File: src/rtl/m68k_bus_pkg.sv
// Shared types and constants for the 68000-to-memory bus bridge.
package m68k_bus_pkg;

  typedef enum logic [1:0] {
    ST_IDLE = 2'd0,
    ST_WAIT = 2'd1,
    ST_DONE = 2'd2
  } bus_state_e;

  localparam logic [2:0]  FC_CPU_SPACE    = 3'b111;
  localparam logic [15:0] BERR_RDATA      = 16'hFFFF;
  localparam int          TIMEOUT_DEFAULT = 1024;

endpackage

File: src/rtl/bus_timeout_counter.sv
// Counts cycles spent waiting on memory; expired flags the last allowed cycle.
module bus_timeout_counter
  import m68k_bus_pkg::*;
#(
  parameter int TIMEOUT = TIMEOUT_DEFAULT
) (
  input  logic clk,
  input  logic reset_n,
  input  logic clear,
  input  logic enable,
  output logic expired
);

  localparam logic [15:0] LAST_COUNT = 16'(TIMEOUT - 1);

  logic [15:0] count_q, count_d;

  // Holds at the last count rather than wrapping if the owner stays enabled.
  always_comb begin
    count_d = count_q;
    if (clear) begin
      count_d = '0;
    end else if (enable && (count_q != LAST_COUNT)) begin
      count_d = count_q + 16'd1;
    end
  end

  always_ff @(posedge clk or negedge reset_n) begin
    if (!reset_n) begin
      count_q <= '0;
    end else begin
      count_q <= count_d;
    end
  end

  assign expired = enable && !clear && (count_q == LAST_COUNT);

endmodule

File: src/rtl/m68k_bus_bridge.sv
// Bridges 68000 strobed bus cycles onto a req/ack memory port, stalling the CPU
// through cpu_clk_en and raising a bus error on CPU-space cycles or timeout.
//
//   state   | meaning
//   IDLE    | waiting for a CPU access; CPU runs unless one is presented
//   WAIT    | memory request outstanding; CPU stalled
//   DONE    | one-cycle CPU release, with bus error if the access failed
module m68k_bus_bridge
  import m68k_bus_pkg::*;
#(
  parameter int ADDR_W  = 24,
  parameter int TIMEOUT = TIMEOUT_DEFAULT
) (
  input  logic              clk,
  input  logic              reset_n,
  input  logic [31:0]       cpu_addr,
  input  logic [2:0]        cpu_fc,
  input  logic [15:0]       cpu_wdata,
  input  logic              cpu_uds,
  input  logic              cpu_lds,
  input  logic              cpu_read,
  input  logic              cpu_write,
  output logic [15:0]       cpu_rdata,
  output logic              cpu_clk_en,
  output logic              cpu_berr,
  output logic              mem_req,
  output logic              mem_we,
  output logic [ADDR_W-2:0] mem_addr,
  output logic [1:0]        mem_be,
  output logic [15:0]       mem_wdata,
  input  logic              mem_ack,
  input  logic [15:0]       mem_rdata
);

  bus_state_e        state_q, state_d;
  logic              mem_req_q, mem_req_d;
  logic              mem_we_q, mem_we_d;
  logic [ADDR_W-2:0] mem_addr_q, mem_addr_d;
  logic [1:0]        mem_be_q, mem_be_d;
  logic [15:0]       mem_wdata_q, mem_wdata_d;
  logic [15:0]       cpu_rdata_q, cpu_rdata_d;
  logic              cpu_berr_q, cpu_berr_d;

  logic access;
  logic expired;
  logic unused_addr_bits;

  assign access = (~cpu_uds | ~cpu_lds) & (cpu_read ^ cpu_write);
  assign unused_addr_bits = ^{cpu_addr[31:ADDR_W], cpu_addr[0]};

  bus_timeout_counter #(
    .TIMEOUT (TIMEOUT)
  ) u_timeout (
    .clk     (clk),
    .reset_n (reset_n),
    .clear   (state_q != ST_WAIT),
    .enable  (state_q == ST_WAIT),
    .expired (expired)
  );

  always_comb begin
    state_d     = state_q;
    mem_req_d   = mem_req_q;
    mem_we_d    = mem_we_q;
    mem_addr_d  = mem_addr_q;
    mem_be_d    = mem_be_q;
    mem_wdata_d = mem_wdata_q;
    cpu_rdata_d = cpu_rdata_q;
    cpu_berr_d  = 1'b0;
    case (state_q)
      ST_IDLE: begin
        if (access) begin
          if (cpu_fc == FC_CPU_SPACE) begin
            state_d    = ST_DONE;
            cpu_berr_d = 1'b1;
          end else begin
            state_d     = ST_WAIT;
            mem_req_d   = 1'b1;
            mem_we_d    = cpu_write;
            mem_addr_d  = cpu_addr[ADDR_W-1:1];
            mem_be_d    = {~cpu_uds, ~cpu_lds};
            mem_wdata_d = cpu_wdata;
          end
        end
      end
      ST_WAIT: begin
        // An ack landing on the expiry cycle still completes normally.
        if (mem_ack) begin
          state_d   = ST_DONE;
          mem_req_d = 1'b0;
          if (!mem_we_q) begin
            cpu_rdata_d = mem_rdata;
          end
        end else if (expired) begin
          state_d     = ST_DONE;
          mem_req_d   = 1'b0;
          cpu_rdata_d = BERR_RDATA;
          cpu_berr_d  = 1'b1;
        end
      end
      ST_DONE: begin
        state_d = ST_IDLE;
      end
      default: begin
        state_d   = ST_IDLE;
        mem_req_d = 1'b0;
      end
    endcase
  end

  always_ff @(posedge clk or negedge reset_n) begin
    if (!reset_n) begin
      state_q     <= ST_IDLE;
      mem_req_q   <= 1'b0;
      mem_we_q    <= 1'b0;
      mem_addr_q  <= '0;
      mem_be_q    <= 2'b00;
      mem_wdata_q <= '0;
      cpu_rdata_q <= '0;
      cpu_berr_q  <= 1'b0;
    end else begin
      state_q     <= state_d;
      mem_req_q   <= mem_req_d;
      mem_we_q    <= mem_we_d;
      mem_addr_q  <= mem_addr_d;
      mem_be_q    <= mem_be_d;
      mem_wdata_q <= mem_wdata_d;
      cpu_rdata_q <= cpu_rdata_d;
      cpu_berr_q  <= cpu_berr_d;
    end
  end

  // The CPU must see an immediate stall when it starts a cycle, so this is
  // decoded from the live access term rather than registered; reset holds it low.
  assign cpu_clk_en = reset_n & (((state_q == ST_IDLE) & ~access) | (state_q == ST_DONE));

  assign cpu_rdata = cpu_rdata_q;
  assign cpu_berr  = cpu_berr_q;
  assign mem_req   = mem_req_q;
  assign mem_we    = mem_we_q;
  assign mem_addr  = mem_addr_q;
  assign mem_be    = mem_be_q;
  assign mem_wdata = mem_wdata_q;

endmodule

File: config.mk
export PLATFORM = sky130hd
export DESIGN_NAME = m68k_bus_bridge
export DESIGN_NICKNAME = d
export VERILOG_FILES = /design/src/rtl/m68k_bus_pkg.sv /design/src/rtl/bus_timeout_counter.sv /design/src/rtl/m68k_bus_bridge.sv
export SDC_FILE = /design/constraint.sdc
export NUM_CORES = 1
export LEC_CHECK = 0
export ABC_AREA = 0
export CAP_MARGIN = 0
export CORE_UTILIZATION = 42
export CTS_CLUSTER_DIAMETER = 80
export DETAILED_ROUTE_END_ITERATION = 8
export GPL_TIMING_DRIVEN = 0
export PLACE_DENSITY = 0.9
export SLEW_MARGIN = 20
export SYNTH_ARGS = -nofsm -noshare
export SYNTH_HDL_FRONTEND = slang
export SYNTH_SLANG_ARGS = --single-unit
File: constraint.sdc
create_clock -name clk -period 2.4 [get_ports clk]
set_clock_uncertainty 0.15 [all_clocks]
set_input_delay 0.48 -clock clk [delete_from_list [all_inputs] [get_ports clk]]
set_output_delay 0.48 -clock clk [all_outputs]
set_load 0.01 [all_outputs]
==> impl_metrics.yaml, run 1 <==
die:
  io_pins: 135
  initial_core_util_pct: 43.8
  fp.dieH_um: 89.4
  placement_row_count: 31
  fp.coreArea_mm2: 0.00733
  floorplan.die_area_mm2: 0.00799
  die_w_um: 89.4
finish:
  area_delta_synth_final_pct: 52.3
  layout_common_cells: "sky130_fd_sc_hd__clkdlybuf4s50_1, sky130_fd_sc_hd__dfrtp_1, sky130_fd_sc_hd__mux2_2"
  insertedDiodeCount: 0
  fillCellCount: 525
  layout_commonest_cell: "sky130_fd_sc_hd__clkdlybuf4s50_1"
  drive_above_1_share_pct: 20.5
  final-instance-count-excl-fill: 479
  finalNetCount: 450
grt:
  antenna_found_initial: 0
  grt_overflow_total: 0
  grt_pass1_vias: 2553
  grt_max_degree: 44
  gr-usage-all-layers_pct: 19.6
  grt_pass1_wl_um: 11700
sta:
  final_max_slew_viol_count: 0
  grt_setup_unrepaired: "false"
  final_cycle_share_pct: 98.2
  hold_violations: 0
  timing.fmax_mhz: 424
  worstMarginPinSlew_ns: 0.561
  final-setup-viol-count: 0
  max-slew-margin-rel_pct: 62.3
  final_period_minus_worst_setup_slack_ns: 2.36
drt:
  drt-total-wl_um: 7840
  wl_per_cell_um: 16.4
  ant_nets: 0
  detail_route.first_pass.iterations: 4
  dr.first_iter.drc_count: 96
  avgViaCountPerCell: 5.19
  post-route-drc-count: 0
  dr_total_vias: 2487
place:
  place.port_buffers: 125
  finalWeightedCongestion: 0.818
  post-dp-hpwl_um: 5720
  dpl.cell_count: 460
critical_path:
  worst_setup_path_start_kind: "input port"
  worst_setup_path_end_kind: "output port"
  worstPathRequired_ns: 1.77
  crit_path_top_delay_cell: "sky130_fd_sc_hd__clkdlybuf4s50_1"
  cp.arrival_ns: 1.73
  crit_chain: "clkdlybuf4s50_1 > xor2_2 > and2_4 > nor3b_1 > clkdlybuf4s15_1"
  cpPeakStageDelay_ns: 0.44
  worst_r2r_path_depth: 6
  path_class: "input port to output port"
  timing.critical_path.fanout_max: 3
logic_synthesis:
  synthArstFlopShare_pct: 100
  synth_sequential_area_ratio_pct: 60.8
  synth_ff_type: "sky130_fd_sc_hd__dfrtp_1"
  synth_cell_type_count: 47
  ys_seq_elements: 78
  synthCells: 235
  synthesis.nets: 310
  avgSynthCellArea_um2: 13.7
  netlist_area_mm2: 0.00321
  yosysWarningCount: 0
  count_of_flip_flops_with_a_built_in_enable_after_synthesis: 0
clock_network:
  worst_skew_pair_later_pin_latency_ns: 0.34
  root_cell_of_the_clock_tree: "sky130_fd_sc_hd__clkbuf_8"
  clock_pin_transition_on_the_worst_setup_and_hold_timing_paths_ns: 0.08
  cts_buffer_depth: 2
  cts.repair_timing.setup_buffer_count: 0
  cts_tree: "built"
  cts_num_sinks: 78
  cts-buffers-inserted: 9
  clock_tree.htree_level_count: 3
run:
  timing.max_cap.violations: 0
status:
  status: "finished, final reports clean"
hold_path:
  hp-class: "input port to async pin"
power_and_ir_drop:
  power-per-cell-area_mw_per_mm2: 1080
  power.total_mw: 5.25
  peakVddDrop_v: 0.000594
  static-leakage-power_nw: 2.01
where the power goes:
group          internal [mW]  switching (mW)
registers               1.83           0.282
logic                   1.36           0.794
clock network          0.512           0.481
total                   3.70            1.56
cell type report:
cell class / instances / area, um2 / share of cell area [%]
inverters: 2 / 7.51 / 0.154
clock inverters: 5 / 57.6 / 1.18
plain buffers: 11 / 68.8 / 1.41
well taps: 99 / 124 / 2.54
multi-input cells: 144 / 1190 / 24.4
repair buffers: 129 / 1340 / 27.5
flip-flops and latches: 78 / 1950 / 40.0
clock buffers: 11 / 141 / 2.89
per-stage QoR:
| step | TNS [ns] | worst slack (ns) | hold slack, ns | utilization, % | cell area (um2) |
|---|---|---|---|---|---|
| after floorplan | 0 | 0.371 | 0.0344 | - | 3210 |
| after global placement | -161.21 | -2.63 | 0.314 | 62.5 | 4580 |
| after detailed placement | -4.89 | -0.250 | 0.316 | 62.9 | 4610 |
| after CTS | 0 | 0.00966 | 0.0443 | 66.5 | 4870 |
| after global routing | 0 | 0.00717 | 0.0440 | 66.6 | 4880 |
| final | 0 | 0.0421 | 0.0439 | 66.6 | 4880 |
per-layer routing:
metal  global-route usage [%]  up-vias  routed length, um
li1                         -     1149                  -
met3                     5.36       16                431
met2                     35.1       95               4140
met5                        0        -                  0
met1                     22.3     1227               3110
met4                     7.65        0                146
Yosys cell counts, drive strengths merged, types with 2 or more instances:
cell / count / area [um2]
dfrtp: 78 / 1950
mux2: 40 / 450
o22a: 16 / 140
nor2: 12 / 45.0
nand2: 9 / 33.8
buf: 8 / 57.6
o21ai: 8 / 51.3
a21oi: 7 / 35.0
nand3: 6 / 30.0
a31oi: 5 / 31.3
xnor2: 5 / 43.8
clkbuf: 3 / 11.3
nand4: 3 / 25.0
nor4: 3 / 40.0
a211oi: 2 / 15.0
a41o: 2 / 21.3
and4: 2 / 17.5
inv: 2 / 7.51
nand2b: 2 / 12.5
nand3b: 2 / 15.0
repair_timing:
action,4_1_cts,5_1_grt
endpoints found under the setup margin,1,1
resized for setup,1,3
hold endpoints to repair,35,0
pin swaps,0,1
hold buffers,3,0
flip-flops by register name, indices dropped and copies added (netlist names):
| signal | count |
|---|---|
| cpu_rdata | 16 |
| u_timeout.count_q | 16 |
| mem_wdata | 16 |
| mem_be | 2 |
| mem_addr | 23 |
| cpu_berr | 1 |
| mem_req | 1 |
| mem_we | 1 |
| state_q | 2 |
worst paths after layout:
path | startpoint | end | slack [ns]
hold reg to reg | state_q[1]$_DFFE_PN0P_ | cpu_berr$_DFF_PN0_ | 0.34
min in group clk | state_q[1]$_DFFE_PN0P_ | cpu_berr$_DFF_PN0_ | 0.34
setup / recovery | cpu_read | cpu_clk_en | 0.04
hold / removal | reset_n | u_timeout.count_q[0]$_DFFE_PN0P_ | 0.04
setup reg to reg | u_timeout.count_q[0]$_DFFE_PN0P_ | u_timeout.count_q[9]$_DFFE_PN0P_ | 0.23
max in group asynchronous | reset_n | mem_addr[16]$_DFFE_PN0P_ | 1.81
critical path: cells and delay by family:
family                    cells  cell delay, ns
buffers and inverters         2            0.72
and+or+nand+nor               2            0.33
xor gates and xnor gates      1            0.20
kinds of logic (layout without fill, tap and decap cells):
family / after synthesis / after routing / share of synthesized area [%]
adders and majority gates: 1 / 1 / 0.390
AOI/OAI and AO/OA: 47 / 47 / 11.1
xor gates and xnor gates: 6 / 6 / 1.64
muxes: 41 / 41 / 14.4
DFF: 78 / 78 / 60.8
and+or+nand+nor: 49 / 49 / 9.32
buffers and inverters: 13 / 158 / 2.38
Note: power is estimated with default switching activity, not from simulation.
==> run 2: changes to the inputs <==
REMOVE_ABC_BUFFERS = 1   (was default)
==> impl_metrics.yaml, run 2 (synthesis gave the netlist of run 1 again) <==
status:
  status: "finished, final reports clean"
finish:
  finalNetCount: 446
  layout_commonest_cell: "sky130_fd_sc_hd__clkdlybuf4s50_1"
  largest_register_ff_count: 23
  layout_common_cells: "sky130_fd_sc_hd__clkdlybuf4s50_1, sky130_fd_sc_hd__dfrtp_1, sky130_fd_sc_hd__mux2_2"
  multi_input_area_mm2: 0.00119
  finish.utilization_pct: 66.7
  insertedDiodeCount: 0
  area_delta_synth_final_pct: 52.4
  regArea_mm2: 0.00195
  fillCellCount: 511
  drive_above_1_share_pct: 20.9
die:
  initial_core_util_pct: 43.8
  placement_row_count: 31
  fp.dieH_um: 89.4
  floorplan.die_area_mm2: 0.00799
  fp.coreArea_mm2: 0.00733
  die_w_um: 89.4
  io_pins: 135
grt:
  grt_pass1_wl_um: 11500
  gr-usage-all-layers_pct: 19.2
  antenna_found_initial: 0
  grt_pass1_vias: 2510
  grt_max_degree: 47
  grt_overflow_total: 0
sta:
  grt_setup_unrepaired: "false"
  finalWorstSetupSlack_ns: 0.106
  final_max_slew_viol_count: 0
  worstMarginPinSlew_ns: 0.850
  max-slew-margin-rel_pct: 41.8
  timing.fmax_mhz: 436
  final_period_minus_worst_setup_slack_ns: 2.29
  hold_violations: 0
  final_cycle_share_pct: 95.6
  final-setup-viol-count: 0
clock_network:
  cts-buffers-inserted: 9
  worst_skew_pair_later_pin_latency_ns: 0.34
  clock_pin_transition_on_the_worst_setup_and_hold_timing_paths_ns: 0.08
  clock_tree.htree_level_count: 3
  cts_num_sinks: 78
  cts_buffer_depth: 2
  root_cell_of_the_clock_tree: "sky130_fd_sc_hd__clkbuf_8"
  cts_tree: "built"
drt:
  top_layer: "met4"
  dr_total_vias: 2442
  avgViaCountPerCell: 5.16
  routed_met3_length_um: 489
  ant_nets: 0
  detail_route.first_pass.iterations: 5
  wl_met1_um: 3120
  post-route-drc-count: 0
  drt-total-wl_um: 7660
  dr.first_iter.drc_count: 154
  wl_met2_um: 3980
  wl_per_cell_um: 16.2
critical_path:
  worstReg2RegStart: "u_timeout.count_q[0]$_DFFE_PN0P_"
  timing.critical_path.fanout_max: 3
  worst_setup_path_end_kind: "output port"
  cp.arrival_ns: 1.66
  worstPathRequired_ns: 1.77
  worst_setup_path_start_kind: "input port"
  cp-startpoint: "cpu_write"
  path_class: "input port to output port"
power_and_ir_drop:
  power-per-cell-area_mw_per_mm2: 1090
  peakVddDrop_v: 0.000515
  switching_share_pct: 28.6
  power.total_mw: 5.32
  intPower_mw: 3.80
  share_clk_of_total_power_pct: 19.8
  power.share.sequential_pct: 39.5
  static-leakage-power_nw: 2.01
  share_comb_of_total_power_pct: 40.6
  p_sw_mw: 1.52
place:
  finalWeightedCongestion: 0.811
  place.port_buffers: 125
  dp_worst_setup_slack_ns: -0.324
  post-dp-hpwl_um: 5500
run:
  timing.max_cap.violations: 0
hold_path:
  hp-class: "input port to async pin"
run 2: changes by cell type in the layout (fill, tap and decap cells not counted), sizes merged:
cell	delta
buf	-1
bufinv	+1
clkbuf	-4
clkinv	-2
clkinvlp	+1
inv	-1
run 2: layout make-up:
cell class / count / area share (%)
timing repair buffer: 136 / 28.8
clock buffer: 10 / 2.81
inverter: 2 / 0.154
clock inverter: 4 / 1.48
tap: 99 / 2.53
sequential: 78 / 39.9
multi-input combinational: 144 / 24.3
run 2: power by group through the flow:
stage               Clock [mW]  Sequential (mW)  Combinational (mW)
finish                    1.06             2.10                2.16
floorplan                    0             2.34               0.600
detailed placement           0             2.13                2.15
global placement             0             2.09                2.09
CTS                       1.08             2.10                2.18
global route              1.13             2.16                2.32
run 2: metal layers:
layer / track usage (%) / vias to the layer above
li1: - / 1137
met1: 22.5 / 1203
met2: 33.4 / 93
met3: 6.19 / 9
met4: 6.20 / 0
met5: 0 / -
run 2: final timing paths:
check / end / slack, ns / depth (start not counted)
hold / removal: mem_addr[3]$_DFFE_PN0P_ / 0.05 / 3
hold reg to reg: cpu_berr$_DFF_PN0_ / 0.32 / 1
min in group clk: cpu_berr$_DFF_PN0_ / 0.32 / 1
setup reg to reg: u_timeout.count_q[12]$_DFFE_PN0P_ / 0.23 / 5
max in group asynchronous: u_timeout.count_q[1]$_DFFE_PN0P_ / 1.80 / 3
setup / recovery: cpu_clk_en / 0.11 / 5
run 2: per-stage QoR:
step	hold WS, ns	setup TNS, ns	cell area [um2]	instances
3_5_place_dp	0.306	-10.18	4570	452
2_1_floorplan	0.0344	-18.16	3140	224
6_report	0.0493	0	4890	473
3_3_place_gp	0.304	-225.85	4510	448
4_1_cts	0.0339	0	4870	471
5_1_grt	0.0483	0	4890	473
run 2: critical path, cell delays in order:
cell and delay [ns]:
sky130_fd_sc_hd__clkdlybuf4s50_1 0.43, sky130_fd_sc_hd__xor2_1 0.19, sky130_fd_sc_hd__and2_4 0.15, sky130_fd_sc_hd__nor3b_2 0.16
sky130_fd_sc_hd__clkdlybuf4s15_2 0.25
run 2: repair_timing:
| action | in CTS | in global routing |
|---|---|---|
| setup buffers | 2 | 2 |
| pin swaps | 1 | 1 |
| endpoints found under the hold margin | 32 | 0 |
| hold buffers | 3 | 0 |
| resized for setup | 5 | 1 |
| setup endpoints to repair | 17 | 4 |
